`src/rtl/serial_capture_sipo_if.sv`:
```
// Serial capture bus: serial bit stream in, parallel word out with valid/ready.
interface serial_capture_sipo_if #(
  parameter int unsigned WIDTH = 5
);
  logic             start;
  logic             din_valid;
  logic             D;
  logic             ready;
  logic [WIDTH-1:0] vec_out;
  logic             valid;
  logic             busy;
  logic             overrun;

  modport master (
    output start, din_valid, D, ready,
    input  vec_out, valid, busy, overrun
  );

  modport slave (
    input  start, din_valid, D, ready,
    output vec_out, valid, busy, overrun
  );
endinterface

```
`src/rtl/serial_capture_sipo.sv`:
```
// Serial-in/parallel-out receiver: first bit received lands in vec_out[0].
// Completed words are held until consumed; words arriving while one is pending are dropped.
module serial_capture_sipo #(
  parameter int unsigned WIDTH = 5
) (
  input logic                   clk,
  input logic                   clr,
  serial_capture_sipo_if.slave  bus
);
  localparam int unsigned CNT_W = $clog2(WIDTH);

  typedef enum logic {
    IDLE  = 1'b0,
    SHIFT = 1'b1
  } state_t;

  state_t             state_q, state_d;
  logic [CNT_W-1:0]   cnt_q, cnt_d;
  logic [WIDTH-1:0]   sr_q, sr_d;
  logic [WIDTH-1:0]   vec_q, vec_d;
  logic               valid_q, valid_d;
  logic               busy_q, busy_d;
  logic               ovr_q, ovr_d;
  logic [WIDTH-1:0]   word;
  logic               complete;

  assign word = {bus.D, sr_q[WIDTH-1:1]};

  always_ff @(posedge clk) begin
    if (clr) begin
      state_q <= IDLE;
      cnt_q   <= '0;
      sr_q    <= '0;
      vec_q   <= '0;
      valid_q <= 1'b0;
      busy_q  <= 1'b0;
      ovr_q   <= 1'b0;
    end else begin
      state_q <= state_d;
      cnt_q   <= cnt_d;
      sr_q    <= sr_d;
      vec_q   <= vec_d;
      valid_q <= valid_d;
      busy_q  <= busy_d;
      ovr_q   <= ovr_d;
    end
  end

  // Next-state, shift path and output-register update
  always_comb begin
    state_d  = state_q;
    cnt_d    = cnt_q;
    sr_d     = sr_q;
    vec_d    = vec_q;
    valid_d  = valid_q;
    ovr_d    = ovr_q;
    complete = 1'b0;

    unique case (state_q)
      IDLE: begin
        if (bus.start) begin
          state_d = SHIFT;
          cnt_d   = '0;
          sr_d    = '0;
        end
      end
      SHIFT: begin
        // start resynchronises and outranks a coincident data bit
        if (bus.start) begin
          cnt_d = '0;
          sr_d  = '0;
        end else if (bus.din_valid) begin
          if (cnt_q == CNT_W'(WIDTH - 1)) begin
            complete = 1'b1;
            state_d  = IDLE;
            cnt_d    = '0;
            sr_d     = '0;
          end else begin
            sr_d  = word;
            cnt_d = cnt_q + CNT_W'(1);
          end
        end
      end
      default: state_d = IDLE;
    endcase

    if (complete) begin
      if (!valid_q || bus.ready) begin
        vec_d   = word;
        valid_d = 1'b1;
      end else begin
        ovr_d = 1'b1;
      end
    end else if (valid_q && bus.ready) begin
      valid_d = 1'b0;
    end

    busy_d = (state_d == SHIFT);
  end

  assign bus.vec_out = vec_q;
  assign bus.valid   = valid_q;
  assign bus.busy    = busy_q;
  assign bus.overrun = ovr_q;
endmodule

```
`src/flat_wrapper.sv`:
```
// flat-port wrapper written by rule: the top's interface ports become plain ports
module serial_capture_sipo_flat 
#(
  parameter int unsigned WIDTH = 5
)
  (clk, clr, bus_start, bus_din_valid, bus_D, bus_ready, bus_vec_out, bus_valid, bus_busy, bus_overrun);
  serial_capture_sipo_if #(.WIDTH(WIDTH)) bus_i ();
  input logic clk;
  input logic clr;
  input wire logic [$bits(bus_i.start)-1:0] bus_start;
  input wire logic [$bits(bus_i.din_valid)-1:0] bus_din_valid;
  input wire logic [$bits(bus_i.D)-1:0] bus_D;
  input wire logic [$bits(bus_i.ready)-1:0] bus_ready;
  output wire logic [$bits(bus_i.vec_out)-1:0] bus_vec_out;
  output wire logic [$bits(bus_i.valid)-1:0] bus_valid;
  output wire logic [$bits(bus_i.busy)-1:0] bus_busy;
  output wire logic [$bits(bus_i.overrun)-1:0] bus_overrun;
  assign bus_i.start = bus_start;
  assign bus_i.din_valid = bus_din_valid;
  assign bus_i.D = bus_D;
  assign bus_i.ready = bus_ready;
  assign bus_vec_out = bus_i.vec_out;
  assign bus_valid = bus_i.valid;
  assign bus_busy = bus_i.busy;
  assign bus_overrun = bus_i.overrun;
  serial_capture_sipo #(.WIDTH(WIDTH)) u_core (.clk(clk), .clr(clr), .bus(bus_i));
endmodule
```
`config.mk`:
```
export PLATFORM = sky130hd
export DESIGN_NAME = serial_capture_sipo_flat
export DESIGN_NICKNAME = d
export VERILOG_FILES = /design/src/rtl/serial_capture_sipo_if.sv /design/src/rtl/serial_capture_sipo.sv /design/src/flat_wrapper.sv
export SDC_FILE = /design/constraint.sdc
export NUM_CORES = 1
export LEC_CHECK = 0
export BUFFER_PORTS_ARGS = -buffer_cell sky130_fd_sc_hd__buf_2
export CAP_MARGIN = 40
export CORE_UTILIZATION = 50
export CTS_BUF_LIST = sky130_fd_sc_hd__clkbuf_8
export DETAILED_ROUTE_END_ITERATION = 12
export PLACE_DENSITY = 0.71
export SKIP_LAST_GASP = 1
export SLEW_MARGIN = 20
export SYNTH_ARGS = -nofsm -noshare
export SYNTH_HDL_FRONTEND = slang
export SYNTH_SLANG_ARGS = --single-unit
```
`constraint.sdc`:
```
create_clock -name clk -period 2.5 [get_ports clk]
set_clock_uncertainty 0.05 [all_clocks]
set_input_delay 0.5 -clock clk [delete_from_list [all_inputs] [get_ports clk]]
set_output_delay 0.5 -clock clk [all_outputs]
set_load 0.01 [all_outputs]
```
==> results.ini, run 1 <==
[critical_path]
cp_max_fo=7
crit_type=register to register
arrival_ns=1.65
required_ns=2.63
end_kind=register
startpoint_type=register

[clock_tree]
cts_root_buf=clkbuf_8
postCtsSetupBuffers=0
cts.sinks=15
clkTransAtPathRegs_ns=0.06
clock_latency_ns=0.25
htreeDepth=1
numCtsBuffers=3
cts_tree=yes
ctsResizeCount=0
clockBufferDepth=2
hold_buffers=0

[global_routing]
grt_pass1_wl_mm=1.73
antenna_found_initial=0
grt_usage=0.182
first_global_vias=429
grt_start_max_net_pins=22
overflow=0

[timing]
period_minus_slack_ns=1.53
fin_ws_ns=0.974
finalHoldViolations=0
fin_crit_sh=0.610
setup_violations=0
worst-slew-pin-transition_ns=0.415
rsz0062_at_grt=no
final-max-slew-violation-count=0
setup_tns_ns=0
fmax_ghz=0.655
max_slew_margin=0.723

[synthesis]
synthDominantCellAreaShare=0.459
ys_seq_elements=15
synth.distinct_cells=19
yosysTopAreaCell=dfxtp_1
yosysWarnings=0
syn_area_um2=654
synthMostInstantiatedCell=dfxtp_1
synth.area.top_cells=dfxtp_1 (46%), nand2b_1 (11%), mux2i_1 (7.6%)
synthArstFlopShare=0
avgSynthCellArea_um2=9.62
synth_edf_count=0
synth_common_cells=dfxtp_1 (15), nand2b_1 (12), nor2_1 (8), a32oi_1 (5), mux2i_1 (5)
synthCells=68
yosysSeqAreaShare=0.459
synthFlopType=dfxtp_1
synth_nets=76

[floorplan]
die_area_um2=1460
io_pins=14
die_h_um=38.2
start_util=0.566
core_um2=1160
die_w_um=38.2
core.rowCount=12

[pwr]
irDropWorstVdd_mv=0.423
cellPowerDensity_nw_per_um2=600
p_leak_nw=0.301

[placement]
routabilityCongestion=0.661
pre_cts_ws_ns=0.827
hpwl_um=765
io_buffers=13
dp.cells=91

[drt]
vias=498
dr.pass1.iters=2
final_antenna_net_count=0
wl_mm=1.05
drc=0
dr.first_iter.drc_count=5
wl_per_cell_um=11.0
vias_per_cell=5.24

[final_layout]
fin_cells=95
area_growth_syn_to_layout_pct=14.9
drive_above_1_share=0.198
finalNetCount=90
n_antenna_cell=0

[run]
maxCapViolations=0

[hold_path]
hold_path.class=register to register

[run_status]
outcome=complete, no violations

## placed cells by master, fill, tap and decap left out
| cell type | count |
|---|---|
| nand2b_1 | 12 |
| clkbuf_8 | 3 |
| a211oi_1 | 1 |
| buf_2 | 13 |
| or3_1 | 1 |
| mux2i_1 | 5 |
| a32oi_1 | 5 |
| a22oi_1 | 1 |
| dfxtp_1 | 15 |
| nor2_1 | 8 |
| ha_1 | 2 |
| inv_1 | 3 |
| o31ai_1 | 1 |
| nand2_1 | 2 |
| a21oi_1 | 4 |
| nand4b_1 | 1 |
| o21ai_0 | 1 |
| nand3_1 | 1 |
| and3b_1 | 2 |
## flip-flops by register name (all words and copies together), names as in the netlist
signal,flops
u_core.bus.overrun,1
u_core.bus.vec_out,5
u_core.bus.valid,1
u_core.cnt_q,3
u_core.bus.busy,1
u_core.sr_q,4
## metal layers
layer | share of wire | vias to the layer above | track usage
li1 | - | 263 | -
met1 | 0.50 | 219 | 0.219
met2 | 0.42 | 11 | 0.246
met3 | 0.059 | 5 | 0.105
met4 | 0.026 | 0 | 0.107
met5 | 0 | - | 0
## through the flow
step           hold slack [ns]  instance area [µm²]   util  total power [mW]
2_1_floorplan            0.401                  654      -             0.263
3_3_place_gp             0.391                  707  0.611             0.271
3_5_place_dp             0.410                  707  0.611             0.271
4_1_cts                  0.418                  752  0.650             0.460
5_1_grt                  0.427                  752  0.650             0.469
6_report                 0.414                  752  0.650             0.452
## where the power goes
| part | internal [mW] | total (mW) | switching (mW) | leakage (nW) |
|---|---|---|---|---|
| Combinational | 0.00966 | 0.0221 | 0.0124 | 0.153 |
| Clock | 0.109 | 0.186 | 0.0773 | 0.0269 |
| Sequential | 0.241 | 0.244 | 0.00235 | 0.121 |
| Total | 0.359 | 0.452 | 0.0920 | 0.301 |
## cell families after synthesis
kind of cell	synth area share
adders and majority gates	0.0382
muxes	0.0765
AOI/OAI and AO/OA	0.140
DFF	0.459
buffers and inverters	0.0574
and+or+nand+nor	0.229
## final timing paths
kind,end,depth (start not counted),start,slack (ns)
min,u_core.bus.vec_out[1],2,u_core.bus.vec_out[1],0.41
max reg2reg,u_core.bus.vec_out[2],5,u_core.cnt_q[0],0.97
max,u_core.bus.vec_out[2],5,u_core.cnt_q[0],0.97
min reg2reg,u_core.bus.vec_out[1],2,u_core.bus.vec_out[1],0.41
## worst max-delay path, stage by stage (launching register included)
cell and delay, ns:
dfxtp_1 0.33, inv_1 0.06, ha_1 0.21, nand2_1 0.17, and3b_1 0.43, mux2i_1 0.21
## layout make-up
class | count | area, µm²
inverters | 2 | 7.51
multi-input cells | 47 | 317
fillers | 107 | 404
clock buffers | 3 | 41.3
well taps | 14 | 17.5
flip-flops and latches | 15 | 300
repair buffers | 13 | 65.1
clock inverters | 1 | 3.75
Note: power is estimated with default switching activity, not from simulation.
==> inputs of run 2 (changes only) <==
- clock period: 2.5 -> 1.5 ns (I/O delays scaled with it)
==> results.ini, run 2 (synthesis results as in run 1) <==
[run_status]
outcome=complete, no violations  ; unchanged

[clock_tree]
htreeDepth=1  ; unchanged
cts_root_buf=clkbuf_8  ; unchanged
numCtsBuffers=3  ; unchanged
clockBufferDepth=2  ; unchanged
cts_tree=yes  ; unchanged
postCtsSetupBuffers=0  ; unchanged
cts.sinks=15  ; unchanged
clkTransAtPathRegs_ns=0.06  ; about the same
clock_latency_ns=0.25  ; about the same

[floorplan]
core_um2=1160  ; unchanged
core.rowCount=12  ; unchanged
die_w_um=38.2  ; unchanged
die_area_um2=1460  ; unchanged
die_h_um=38.2  ; unchanged
start_util=0.566  ; unchanged
io_pins=14  ; unchanged

[final_layout]
area_growth_syn_to_layout_pct=17.6  ; was 14.9%
seqCellArea_um2=300  ; unchanged
finalNetCount=92  ; was 90
largest_reg_flops=5  ; unchanged
n_antenna_cell=0  ; unchanged
fin_area_um2=769  ; was 752 µm²
fillers=101  ; was 107
final_cell_mix=dfxtp_1 (15), buf_2 (13), nand2b_1 (12), nor2_1 (8)  ; unchanged
final_common_cell=dfxtp_1  ; unchanged
drive_above_1_share=0.241  ; was 0.198
multi_input_area_um2=318  ; was 317 µm²

[critical_path]
arrival_ns=1.52  ; was 1.65 ns
crit_type=register to register  ; unchanged
startpoint_type=register  ; unchanged
cp_max_fo=4  ; was 7
crit_family=simple AND/OR/NAND/NOR gates  ; unchanged
critical_path_buf_inv_count=1  ; unchanged
critPathSlowestCell=or3_1  ; was and3b_1
max_stage_delay_ns=0.39  ; was 0.43 ns
cp_cell_sequence=inv_1 -> ha_1 -> nand2_1 -> or3_1 -> o31ai_1  ; was inv_1 -> ha_1 -> nand2_1 -> and3b_1 -> mux2i_1
required_ns=1.61  ; was 2.63 ns
rrSetupSlack_ns=0.09  ; was 0.97 ns
end_kind=register  ; unchanged

[global_routing]
antenna_found_initial=0  ; unchanged
first_global_vias=421  ; was 429
overflow=0  ; unchanged
grt_pass1_wl_mm=1.74  ; was 1.73 mm
grt_start_max_net_pins=22  ; unchanged
grt_usage=0.183  ; was 0.182

[timing]
finalHoldViolations=0  ; unchanged
rsz0062_at_grt=no  ; unchanged
max_slew_margin=0.670  ; was 0.723
worst-slew-pin-transition_ns=0.495  ; was 0.415 ns
final-max-slew-violation-count=0  ; unchanged
period_minus_slack_ns=1.41  ; was 1.53 ns
setup_tns_ns=0  ; unchanged
fmax_ghz=0.710  ; was 0.655 GHz
timing.hold.ws_ns=0.218  ; was 0.414 ns
fin_crit_sh=0.939  ; was 0.610
setup_violations=0  ; unchanged

[drt]
drc=0  ; unchanged
dr.first_iter.drc_count=7  ; was 5
vias_per_cell=5.31  ; was 5.24
vias=515  ; was 498
dr.pass1.iters=4  ; was 2
wl_per_cell_um=11.1  ; was 11.0 µm
final_antenna_net_count=0  ; unchanged
wl_mm=1.07  ; was 1.05 mm

[pwr]
irDropWorstVdd_mv=0.710  ; was 0.423 mV
p_leak_nw=0.308  ; was 0.301 nW
p_total_uw=765  ; was 452 µW
cellPowerDensity_nw_per_um2=995  ; was 600 nW/µm²

[placement]
hpwl_um=788  ; was 765 µm
routabilityCongestion=0.697  ; was 0.661
place_area_um2=722  ; was 707 µm²
io_buffers=13  ; unchanged

[hold_path]
hold_path.class=input port to register  ; was register to register

[run]
maxCapViolations=0  ; unchanged

-- run 2: changes by cell type in the layout (fill, tap and decap cells not counted), sizes merged --
cell / before / now
clkinv: 0 / 1
inv: 3 / 2
buf: 13 / 15
-- run 2: worst register-to-register path, stage by stage (launching register included) --
cell and delay (ns):
dfxtp_1 0.33, inv_1 0.06, ha_1 0.19, nand2_1 0.12
or3_1 0.39, o31ai_1 0.19
-- run 2: routing by layer --
layer  up-vias  track usage  share of wire  routed length, µm
met5         -            0              0                  0
met4         0        0.134          0.021                 23
met3         4       0.0523          0.044                 47
met2        10        0.271           0.45                484
met1       230        0.223           0.48                518
li1        271            -              -                  -
-- run 2: stage by stage --
stage          worst slack, ns  utilization  std cells
2_1_floorplan            0.146            -         68
3_3_place_gp            0.0884        0.624         93
3_5_place_dp            0.0542        0.624         93
4_1_cts                 0.0404        0.665         97
5_1_grt                 0.0110        0.666         97
6_report                0.0911        0.666         97
-- run 2: final timing paths --
kind | start | endpoint | cells after the start
min | bus_start | u_core.cnt_q[2] | 2
max reg2reg | u_core.cnt_q[0] | u_core.bus.overrun | 5
max | u_core.cnt_q[0] | u_core.bus.overrun | 5
min reg2reg | u_core.bus.overrun | u_core.bus.overrun | 2
-- run 2: repair_timing --
item | CTS | global route
setup endpoints to repair | 0 | 5
endpoints found under the hold margin | 0 | 0
gates resized for setup | 0 | 1
hold buffers | 0 | 0
-- run 2: report_power, final --
part	switching, mW	leakage, nW	internal [mW]
clock network	0.137	0.0255	0.184
logic	0.0212	0.162	0.0172
registers	0.00398	0.121	0.402
-- run 2: area by class of cell --
cell class                      count  share of cell area
Inverter                            2             0.00976
Clock inverter                      1             0.00650
Tap cell                           14              0.0228
Sequential cell                    15               0.390
Multi-Input combinational cell     47               0.413
Clock buffer                        3              0.0537
Timing Repair Buffer               15               0.104
